**src/rtl/core_pixel_pkg.sv**
```systemverilog
// core_pixel_pkg: shared state, rotation encodings and helpers for the pixel address generator
package core_pixel_pkg;

   typedef enum logic [2:0] {ST_IDLE, ST_FILL, ST_ROT, ST_DRAIN, ST_DONE} state_t;
   typedef enum logic [1:0] {DEG_0, DEG_90, DEG_180, DEG_270} deg_t;
   typedef enum logic {DIR_CW, DIR_CCW} dir_t;

   // A counter-clockwise quarter turn is the complementary clockwise one; 0 and 180 are symmetric
   function automatic logic [1:0] eff_rot(input logic [1:0] deg, input logic dir);
      return (dir == DIR_CCW && deg[0]) ? deg ^ 2'b10 : deg;
   endfunction

   function automatic logic [15:0] clamp_dim(input logic [15:0] v, input logic [15:0] lim);
      return v > lim ? lim : v;
   endfunction

endpackage

```
**src/rtl/core_pixel_rot_map.sv**
```systemverilog
// core_pixel_rot_map: maps an input pixel (r,c) to its rotated position and the rotated row width
module core_pixel_rot_map
   import core_pixel_pkg::*;
(
   input  logic [15:0] r,
   input  logic [15:0] c,
   input  logic [15:0] w,
   input  logic [15:0] h,
   input  logic [1:0]  rot,
   output logic [15:0] ro,
   output logic [15:0] co,
   output logic [15:0] wo
);

   // Clockwise coordinate mapping; quarter turns swap the output width to H
   always_comb begin
      ro = rot == DEG_0 ? r : rot == DEG_90 ? c : rot == DEG_180 ? h - 16'd1 - r : w - 16'd1 - c;
      co = rot == DEG_0 ? c : rot == DEG_90 ? h - 16'd1 - r : rot == DEG_180 ? w - 16'd1 - c : r;
      wo = rot[0] ? h : w;
   end

endmodule

```
**src/rtl/core_pixel_addr_gen.sv**
```systemverilog
// core_pixel_addr_gen: FILL / ROTATE / DRAIN address sequencer for one (possibly partial) tile
module core_pixel_addr_gen
   import core_pixel_pkg::*;
#(
   parameter int TILE_W    = 8,
   parameter int TILE_H    = 8,
   parameter int BPP       = 3,
   parameter int BUS_BYTES = 4,
   parameter int AW        = 8
) (
   input  logic                      I_HCLK,
   input  logic                      I_HRESET_N,
   input  logic                      I_START,
   input  logic                      I_DMA_READY,
   input  logic [1:0]                I_DEGREES,
   input  logic                      I_DIRECTION,
   input  logic [15:0]               I_WIDTH,
   input  logic [15:0]               I_HEIGHT,
   output logic                      O_BUSY,
   output logic                      O_DONE,
   output logic                      O_FILL_VLD,
   output logic [BUS_BYTES*AW-1:0]   O_FILL_ADDR,
   output logic [BUS_BYTES-1:0]      O_FILL_BE,
   output logic                      O_ROT_VLD,
   output logic [BPP*AW-1:0]         O_ROT_RADDR,
   output logic [BPP*AW-1:0]         O_ROT_WADDR,
   output logic                      O_DRAIN_VLD,
   output logic [BUS_BYTES*AW-1:0]   O_DRAIN_ADDR,
   output logic [BUS_BYTES-1:0]      O_DRAIN_BE,
   output logic [15:0]               O_OUT_W,
   output logic [15:0]               O_OUT_H
);

   state_t                  state;
   logic [15:0]             w, h, w_in, h_in, r, c, r_n, c_n, ro, co, wo;
   logic [1:0]              rot, rot_in;
   logic [31:0]             nb, nb_sel, base, base_n, raddr_base, waddr_base;
   logic                    accept, phase, beat, last_beat, rot_last;
   logic [BUS_BYTES*AW-1:0] bus_addr_n;
   logic [BUS_BYTES-1:0]    bus_be_n;
   logic [BPP*AW-1:0]       raddr_n, waddr_n;

   // Next-cycle beat base and pixel indices; the registered outputs are built from these
   always_comb begin
      w_in      = clamp_dim(I_WIDTH, 16'(TILE_W));
      h_in      = clamp_dim(I_HEIGHT, 16'(TILE_H));
      rot_in    = eff_rot(I_DEGREES, I_DIRECTION);
      accept    = state == ST_IDLE && I_START && w_in != '0 && h_in != '0;
      nb        = 32'(w) * 32'(h) * 32'(BPP);
      nb_sel    = accept ? 32'(w_in) * 32'(h_in) * 32'(BPP) : nb;
      phase     = state == ST_FILL || state == ST_DRAIN;
      beat      = phase && I_DMA_READY;
      last_beat = base + 32'(BUS_BYTES) >= nb;
      rot_last  = state == ST_ROT && r == h - 16'd1 && c == w - 16'd1;
      base_n    = beat ? (last_beat ? '0 : base + 32'(BUS_BYTES)) : (phase ? base : '0);
      r_n       = (state != ST_ROT || rot_last) ? '0 : (c == w - 16'd1 ? r + 16'd1 : r);
      c_n       = (state != ST_ROT || rot_last || c == w - 16'd1) ? '0 : c + 16'd1;
   end

   core_pixel_rot_map u_rot_map (
      .r   (r_n),
      .c   (c_n),
      .w   (w),
      .h   (h),
      .rot (rot),
      .ro  (ro),
      .co  (co),
      .wo  (wo)
   );

   // Per-lane byte addresses, computed wide and truncated to AW only at the lanes
   always_comb begin
      raddr_base = (32'(r_n) * 32'(w) + 32'(c_n)) * 32'(BPP);
      waddr_base = (32'(ro) * 32'(wo) + 32'(co)) * 32'(BPP);
      bus_addr_n = '0;
      bus_be_n   = '0;
      raddr_n    = '0;
      waddr_n    = '0;
      for (int k = 0; k < BUS_BYTES; k++) begin
         bus_addr_n[k*AW +: AW] = AW'(base_n + 32'(k));
         bus_be_n[k]            = base_n + 32'(k) < nb_sel;
      end
      for (int k = 0; k < BPP; k++) begin
         raddr_n[k*AW +: AW] = AW'(raddr_base + 32'(k));
         waddr_n[k*AW +: AW] = AW'(waddr_base + 32'(k));
      end
   end

   // Phase sequencer with registered outputs; each branch drives the phase it is entering
   always_ff @(posedge I_HCLK) begin
      if (!I_HRESET_N) begin
         state        <= ST_IDLE;
         w            <= '0;
         h            <= '0;
         rot          <= '0;
         base         <= '0;
         r            <= '0;
         c            <= '0;
         O_BUSY       <= 1'b0;
         O_DONE       <= 1'b0;
         O_FILL_VLD   <= 1'b0;
         O_FILL_ADDR  <= '0;
         O_FILL_BE    <= '0;
         O_ROT_VLD    <= 1'b0;
         O_ROT_RADDR  <= '0;
         O_ROT_WADDR  <= '0;
         O_DRAIN_VLD  <= 1'b0;
         O_DRAIN_ADDR <= '0;
         O_DRAIN_BE   <= '0;
         O_OUT_W      <= '0;
         O_OUT_H      <= '0;
      end else begin
         base         <= base_n;
         r            <= r_n;
         c            <= c_n;
         O_DONE       <= 1'b0;
         O_FILL_VLD   <= 1'b0;
         O_FILL_ADDR  <= '0;
         O_FILL_BE    <= '0;
         O_ROT_VLD    <= 1'b0;
         O_ROT_RADDR  <= '0;
         O_ROT_WADDR  <= '0;
         O_DRAIN_VLD  <= 1'b0;
         O_DRAIN_ADDR <= '0;
         O_DRAIN_BE   <= '0;
         case (state)
            ST_IDLE: begin
               if (accept) begin
                  state       <= ST_FILL;
                  w           <= w_in;
                  h           <= h_in;
                  rot         <= rot_in;
                  O_BUSY      <= 1'b1;
                  O_OUT_W     <= rot_in[0] ? h_in : w_in;
                  O_OUT_H     <= rot_in[0] ? w_in : h_in;
                  O_FILL_VLD  <= 1'b1;
                  O_FILL_ADDR <= bus_addr_n;
                  O_FILL_BE   <= bus_be_n;
               end
            end
            ST_FILL: begin
               if (beat && last_beat) begin
                  state       <= ST_ROT;
                  O_ROT_VLD   <= 1'b1;
                  O_ROT_RADDR <= raddr_n;
                  O_ROT_WADDR <= waddr_n;
               end else begin
                  O_FILL_VLD  <= 1'b1;
                  O_FILL_ADDR <= bus_addr_n;
                  O_FILL_BE   <= bus_be_n;
               end
            end
            ST_ROT: begin
               if (rot_last) begin
                  state        <= ST_DRAIN;
                  O_DRAIN_VLD  <= 1'b1;
                  O_DRAIN_ADDR <= bus_addr_n;
                  O_DRAIN_BE   <= bus_be_n;
               end else begin
                  O_ROT_VLD   <= 1'b1;
                  O_ROT_RADDR <= raddr_n;
                  O_ROT_WADDR <= waddr_n;
               end
            end
            ST_DRAIN: begin
               if (beat && last_beat) begin
                  state  <= ST_DONE;
                  O_DONE <= 1'b1;
               end else begin
                  O_DRAIN_VLD  <= 1'b1;
                  O_DRAIN_ADDR <= bus_addr_n;
                  O_DRAIN_BE   <= bus_be_n;
               end
            end
            ST_DONE: begin
               state   <= ST_IDLE;
               O_BUSY  <= 1'b0;
               O_OUT_W <= '0;
               O_OUT_H <= '0;
            end
            default: state <= ST_IDLE;
         endcase
      end
   end

endmodule
```
**config.mk**
```make
export PLATFORM = sky130hd
export DESIGN_NAME = core_pixel_addr_gen
export DESIGN_NICKNAME = d
export VERILOG_FILES = /design/src/rtl/core_pixel_pkg.sv /design/src/rtl/core_pixel_rot_map.sv /design/src/rtl/core_pixel_addr_gen.sv
export SDC_FILE = /design/constraint.sdc
export NUM_CORES = 2
export LEC_CHECK = 0
export CAP_MARGIN = 5
export CORE_MARGIN = 5
export CORE_UTILIZATION = 60
export CTS_CLUSTER_DIAMETER = 100
export CTS_CLUSTER_SIZE = 40
export DETAILED_ROUTE_END_ITERATION = 10
export PLACE_DENSITY = 0.8
export RECOVER_POWER = 100
export SKIP_CTS_REPAIR_TIMING = 1
export SYNTH_ARGS = -nofsm -noshare
export SYNTH_HDL_FRONTEND = slang
export SYNTH_SLANG_ARGS = --single-unit
```
**constraint.sdc**
```tcl
create_clock -name I_HCLK -period 17.14 [get_ports I_HCLK]
set_clock_uncertainty 0.15 [all_clocks]
set_input_delay 3.428 -clock I_HCLK [delete_from_list [all_inputs] [get_ports I_HCLK]]
set_output_delay 3.428 -clock I_HCLK [all_outputs]
set_load 0.01 [all_outputs]
```
---- After elaboration in Yosys (flattened, before gate mapping) ----
Cells that the tools add are included.
word-level totals
  register bits ........................... 258
  bits of input ports ..................... 39
operators by class
  add/subtract/negate cells ............... 16
  $mul .................................... 8
  magnitude comparators ................... 7
  eq/ne operators ......................... 13
  multiplexer cells ....................... 54
  bitwise gates (word level) .............. 1
  reduce and logical (&&, ||, !) cells .... 20
operator list
  kind                                                                    count
  16-bit 2-to-1 mux                                                       16
  32-bit 2-to-1 mux                                                       7
  32-bit less-than comparator                                             4
  16-bit by 16-bit multiplier with 32-bit output                          4
  32-bit one-hot mux with 2 select lines                                  2
  24-bit 2-to-1 mux                                                       4
  24-bit one-hot mux with 2 select lines                                  2
  32-bit by 16-bit adder with 32-bit output                               2
  32-bit by 2-bit adder with 32-bit output (second input constant)        2
  32-bit by 2-bit multiplier with 32-bit output (second input constant)   2
  32-bit by 2-bit multiplier with 8-bit output (second input constant)    2
  16-bit one-hot mux with 2 select lines                                  2
  16-bit by 1-bit adder with 16-bit output (second input constant)        2
  32-bit by 1-bit adder with 32-bit output (second input constant)        1
  32-bit by 3-bit adder with 32-bit output (second input constant)        1
  16-bit == test                                                          2
  32-bit greater-or-equal comparator                                      1
  16-bit by 4-bit > comparator with 1-bit output (second input constant)  2
  16-bit nonzero test                                                     2
  16-bit by 1-bit subtractor with 16-bit output (second input constant)   2
  16-bit subtractor                                                       2
  8-bit by 1-bit adder with 8-bit output (second input constant)          2
  8-bit by 2-bit adder with 8-bit output (second input constant)          2
  4-bit one-hot mux with 2 select lines                                   2
  other kinds (22)                                                        49

---- Logic depth before layout (Yosys ltp) ----
  depth after elaboration ................. 17
  depth in mapped cells ................... 74
  mapped depth without buffers ............ 71

---- Hierarchy ----
From an unflattened synthesis, not the netlist that was laid out.
unflattened totals
  cells, all modules ...................... 4885
  area, all modules ....................... 40664.0 µm²
modules (own cells, without submodules)
  module               times used  cells each  area an instance (µm²)
  core_pixel_addr_gen  1           4493        37952.6
  core_pixel_rot_map   1           392         2711.4

---- Worst setup path before layout ----
Ideal clock, no wire load.
  kind .................................... register -> register
  start ................................... register h[3]
  end ..................................... register O_DRAIN_BE[2]
  arrival ................................. 13.507 ns
  data required time ...................... 16.931 ns
  slack ................................... 3.424 ns
  cell stages (with the launch flop) ...... 67
  period minus slack after synthesis ...... 13.716 ns
  cell sequence ........................... dfxtp_1 clkbuf_1 clkbuf_1 buf_1 nand2_1 fa_1 fa_1 fa_1 inv_1 ha_1 fa_1 inv_1 fa_1 inv_1 ha_1 a21o_1 a2111o_1 a21oi_1 (+31 left out) nand3_1 nor3_1 nand2_1 xnor2_1 ha_1 a21o_1 a21o_1 a21o_1 a21o_1 a21oi_1 nor2b_1 o21ai_0 nand2b_1 a221o_1 a21oi_1 nor2b_1 a311oi_1 and2_1
between the ends
  cells in the longest elaborated chain, start to end .. 9
  elaborated cells on any way between the ends .. 16
ends and longest elaborated chain
  what                                                RTL line                                                RTL
  from (decl)                                         core_pixel_addr_gen.sv:35                               logic [15:0] w, h, w_in, h_in, r, c, r_n, c_n, ro, co, wo;
  from (signal assigned)                              core_pixel_addr_gen.sv:131                              h <= h_in;
  16-bit by 16-bit multiplier with 32-bit output (*)  core_pixel_addr_gen.sv:49                               nb = 32'(w) * 32'(h) * 32'(BPP);
  32-bit by 2-bit multiplier with 32-bit output (*)   core_pixel_addr_gen.sv:49
  32-bit greater-or-equal comparator (*)              core_pixel_addr_gen.sv:53                               last_beat = base + 32'(BUS_BYTES) >= nb;
  32-bit 2-to-1 mux (*) (2 in a row)                  core_pixel_addr_gen.sv:55                               base_n = beat ? (last_beat ? '0 : base + 32'(BUS_BYTES)) : (phase ? base : '0);
  named net base_n[1]                                 core_pixel_addr_gen.sv:37                               logic [31:0] nb, nb_sel, base, base_n, raddr_base, waddr_base;
  32-bit by 2-bit adder with 32-bit output (*)        core_pixel_addr_gen.sv:81                               bus_be_n[k] = base_n + 32'(k) < nb_sel;
  32-bit less-than comparator (*)                     core_pixel_addr_gen.sv:81
  4-bit 2-to-1 mux (on tied branches)                 core_pixel_addr_gen.sv:166, core_pixel_addr_gen.sv:154
  4-bit one-hot mux with 2 select lines (*)           core_pixel_addr_gen.sv:126                              case (state)
  to (signal assigned)                                core_pixel_addr_gen.sv:158                              O_DRAIN_BE <= bus_be_n;
  to (signal assigned)                                core_pixel_addr_gen.sv:172                              O_DRAIN_BE <= bus_be_n;
  to (decl)                                           core_pixel_addr_gen.sv:29                               output logic [BUS_BYTES-1:0] O_DRAIN_BE,
The timed path passes the listed nets; every way through them passes the cells marked *.
A chain may end at the register's enable or synchronous reset.

---- Final worst setup path ----
  start ................................... register h[4]
  end ..................................... register O_DRAIN_BE[0]
between the ends
  cells in the longest elaborated chain, start to end .. 8
  elaborated cells on any way between the ends .. 15
ends and longest elaborated chain
  what                                                RTL line
  16-bit by 16-bit multiplier with 32-bit output (*)  core_pixel_addr_gen.sv:49
  32-bit by 2-bit multiplier with 32-bit output (*)   core_pixel_addr_gen.sv:49
  32-bit greater-or-equal comparator (*)              core_pixel_addr_gen.sv:53
  32-bit 2-to-1 mux (*) (2 in a row)                  core_pixel_addr_gen.sv:55
  named net base_n[11]                                core_pixel_addr_gen.sv:37
  32-bit less-than comparator (*)                     core_pixel_addr_gen.sv:81
  4-bit 2-to-1 mux (on tied branches)                 core_pixel_addr_gen.sv:166, core_pixel_addr_gen.sv:154
  4-bit one-hot mux with 2 select lines (*)           core_pixel_addr_gen.sv:126
Marked as above.

==> results.md <==
* Status: finished with violations
* Failing checks: max-capacitance violations, max-slew violations
* DRC Markers at 0
* Most common cell after layout, fill and taps aside: inv_1
* Vias in the first global route at 33410
* Commonest cells after routing, fill and taps aside: 628 x inv_1, 511 x ha_1, 428 x fa_1, 377 x nand2_1, 373 x nor2_1
* Total grt overflow at 0
* Seq/Total Area, Yosys at 0.1289
* Detailed Place HPWL at between 80000 and 90000 um
* Largest family of logic cells by synthesized area: adder cells
* Final Hold Viols at 0
* Critical Path Max Stage Delay at 1.66 ns
* Setup crit end kind: register
* P&R area growth vs syn at 10.00%
* Ys Warns at 0
* Initial drt markers at 2417
* Routed Antenna Nets at 0
* Async set-reset flop share out of synthesis at 0
* TNS Setup at 0 ns
* CP dominant cell by count: nor2_1
* IO Pins at 196
* Max Transition Viols Final at 269
* Req. time, crit path at 17.32 ns
* Synth top area cells: fa_1 22%, ha_1 16%, dfxtp_1 13%
* Tightest Pin Transition at 2.827 ns
* Finished Layout Cells at around 5800
* Initial antenna violation count at 0
* Wire per inst at 18.14 um
* Mux contribution to synthesized area at 0.01400
* Crit Path Category: register to register
* Die width at 265.4 um
* Fin nets at 5908
* RSZ-0062 raised after global routing: no
* Fraction of layout cells with a size suffix above 1 at 0.02351
* Crit path DAT at 16.28 ns
* Pre-CTS WS at 1.462 ns
* H-tree depth at 1
* Die height at 265.4 um
* Slowest-stage cell, CP: a2111oi_0
* Sink Count at 252
* PortBufs at between 150 and 200
* First-pass DRT Iterations at 6
* Complex-gate fraction of the synthesized area at 0.1103
* First-pass GRT wire length at 171500 um
* Multi-input logic area at 0.03191 mm^2
* Worst skew pair latency at 0.57 ns
* CTS tree: done
* Antenna Cells at 0
* Gr usage total at 0.2959
* Yosys top cell by area: fa_1
* DP Area at between 0.04 and 0.05 mm^2
* Placed insts at 5770
* Row count at 93
* Fin area at 0.04306 mm^2
* Reg clk slew, reported paths at 0.13 ns
* Post-synth EDFFs at 0
* Netlist cell types at 87
* FILL cells at around 5400
* Share of the synthesized area in the top cell type at 0.2189
* Post-Synth Adder-Cell Area at 0.3822
* Xor and xnor area share after synthesis at 0.09097
* Synthesized area per cell at 8.456 um^2
* Crit path max fanout at 21
* Routability cong. at approximately 1
* Synthesized area at around 0.04 mm^2
* CORE AREA at 0.06458 mm^2
* Synth Register Bits at 252
* Hold Path Class: register to register
* Die area at 0.07045 mm^2
* Tmin final at 16.10 ns
* Relative slew slack at -0.8844
* Drt total wl at between 100000 and 150000 um
* CTS buffer count at 13
* # setup viols final at 0
* PnR worst setup slack at 1.041 ns
* Largest net degree at the start of global routing at 60
* Top FF cell, synth: dfxtp_1
* Vias per cell at between 5 and 6
* Clock Path Buffers at 3
* Register area at 0.005045 mm^2
* Post-Synth Simple-Gate Area at 0.1941
* Maxcap violations at 7
* Startpoint Class: register
* Starting Density at 0.6061
* Fmax at approximately 62 MHz
* Period utilisation layout at 0.9393
* Clk root buf: clkbuf_16
* Vias at 33040
* Synthesized instance count at 4629
-- registers in the layout, summed over array words and instances, names as in the netlist, 2 cells and up --
signal,cells
O_DRAIN_BE,4
w,16
O_ROT_RADDR,23
r,16
O_OUT_W,16
c,16
O_FILL_ADDR,30
h,16
O_FILL_BE,4
O_ROT_WADDR,23
base,32
O_DRAIN_ADDR,30
state,3
O_OUT_H,16
rot,2
-- cells in the mapped netlist (18+ instances only) --
master and instances:
nor4_1 29, or4_1 19, a21oi_1 172, mux2_2 26
a21o_1 81, a211oi_1 33, dfxtp_1 252, inv_1 628
or2_2 21, xor2_1 136, mux2i_1 21, nor2_1 374
o21a_1 29, o211ai_1 18, clkbuf_1 158, nand2b_1 58
and3_1 73, nor3_1 88, ha_1 511, xnor2_1 239
a31oi_1 18, o21ai_0 131, nor2b_1 47, or3_1 33
fa_1 428, nand3_1 94, nand4_1 69, nand2_1 377
and2_1 179
-- per-stage QoR --
stage	utilization	hold WS, ns
2_1_floorplan	-	0.3189
3_3_place_gp	0.6607	0.2911
3_5_place_dp	0.6607	0.2926
4_1_cts	0.6678	0.3286
5_1_grt	0.6667	0.3390
6_report	0.6667	0.3192
-- kinds of logic after synthesis --
family                   count (synthesis)
AO/OA/AOI/OAI                          655
AND/OR/NAND/NOR                       1526
flip-flops                             252
other                                    2
multiplexers                            49
buffers and inverters                  819
XOR/XNOR                               387
adder cells (fa/ha/maj)                939
-- layer usage --
layer | global-route usage | part of all wire | vias to the layer above
met5 | 0 | 0 | -
met4 | 0.1092 | 0.042 | 0
met3 | 0.03940 | 0.080 | 251
met2 | 0.4937 | 0.46 | 1253
met1 | 0.3963 | 0.42 | 15850
li1 | - | - | 15680
-- worst paths after layout --
| path | slack (ns) | to | from | cells past startpoint |
|---|---|---|---|---|
| worst max register to register | 1.04 | O_DRAIN_BE[0] | h[4] | 58 |
| worst min-delay path | 0.32 | O_OUT_W[10] | O_OUT_W[10] | 1 |
| worst min register to register | 0.32 | O_OUT_W[10] | O_OUT_W[10] | 1 |
| worst max-delay path | 1.04 | O_DRAIN_BE[0] | h[4] | 58 |
-- critical path: cells and delay by family (launching register included) --
| family | cells | cell delay, ns |
|---|---|---|
| compound gates | 23 | 6.04 |
| buf+inv | 7 | 1.40 |
| simple gates | 16 | 3.14 |
| xor+xnor | 2 | 0.29 |
| fa+ha+maj | 10 | 4.07 |
| flops | 1 | 0.80 |
-- area by class of cell --
cell class / instances / area share
multi-input cells: 3796 / 0.7411
repair buffers: 234 / 0.05100
clock inverters: 7 / 0.003196
well taps: 855 / 0.02484
clock buffers: 13 / 0.007555
flip-flops and latches: 252 / 0.1172
inverters: 633 / 0.05518
Power is not shown: default switching activity piles up to over one toggle a cycle in this logic, so the estimate is an artifact.
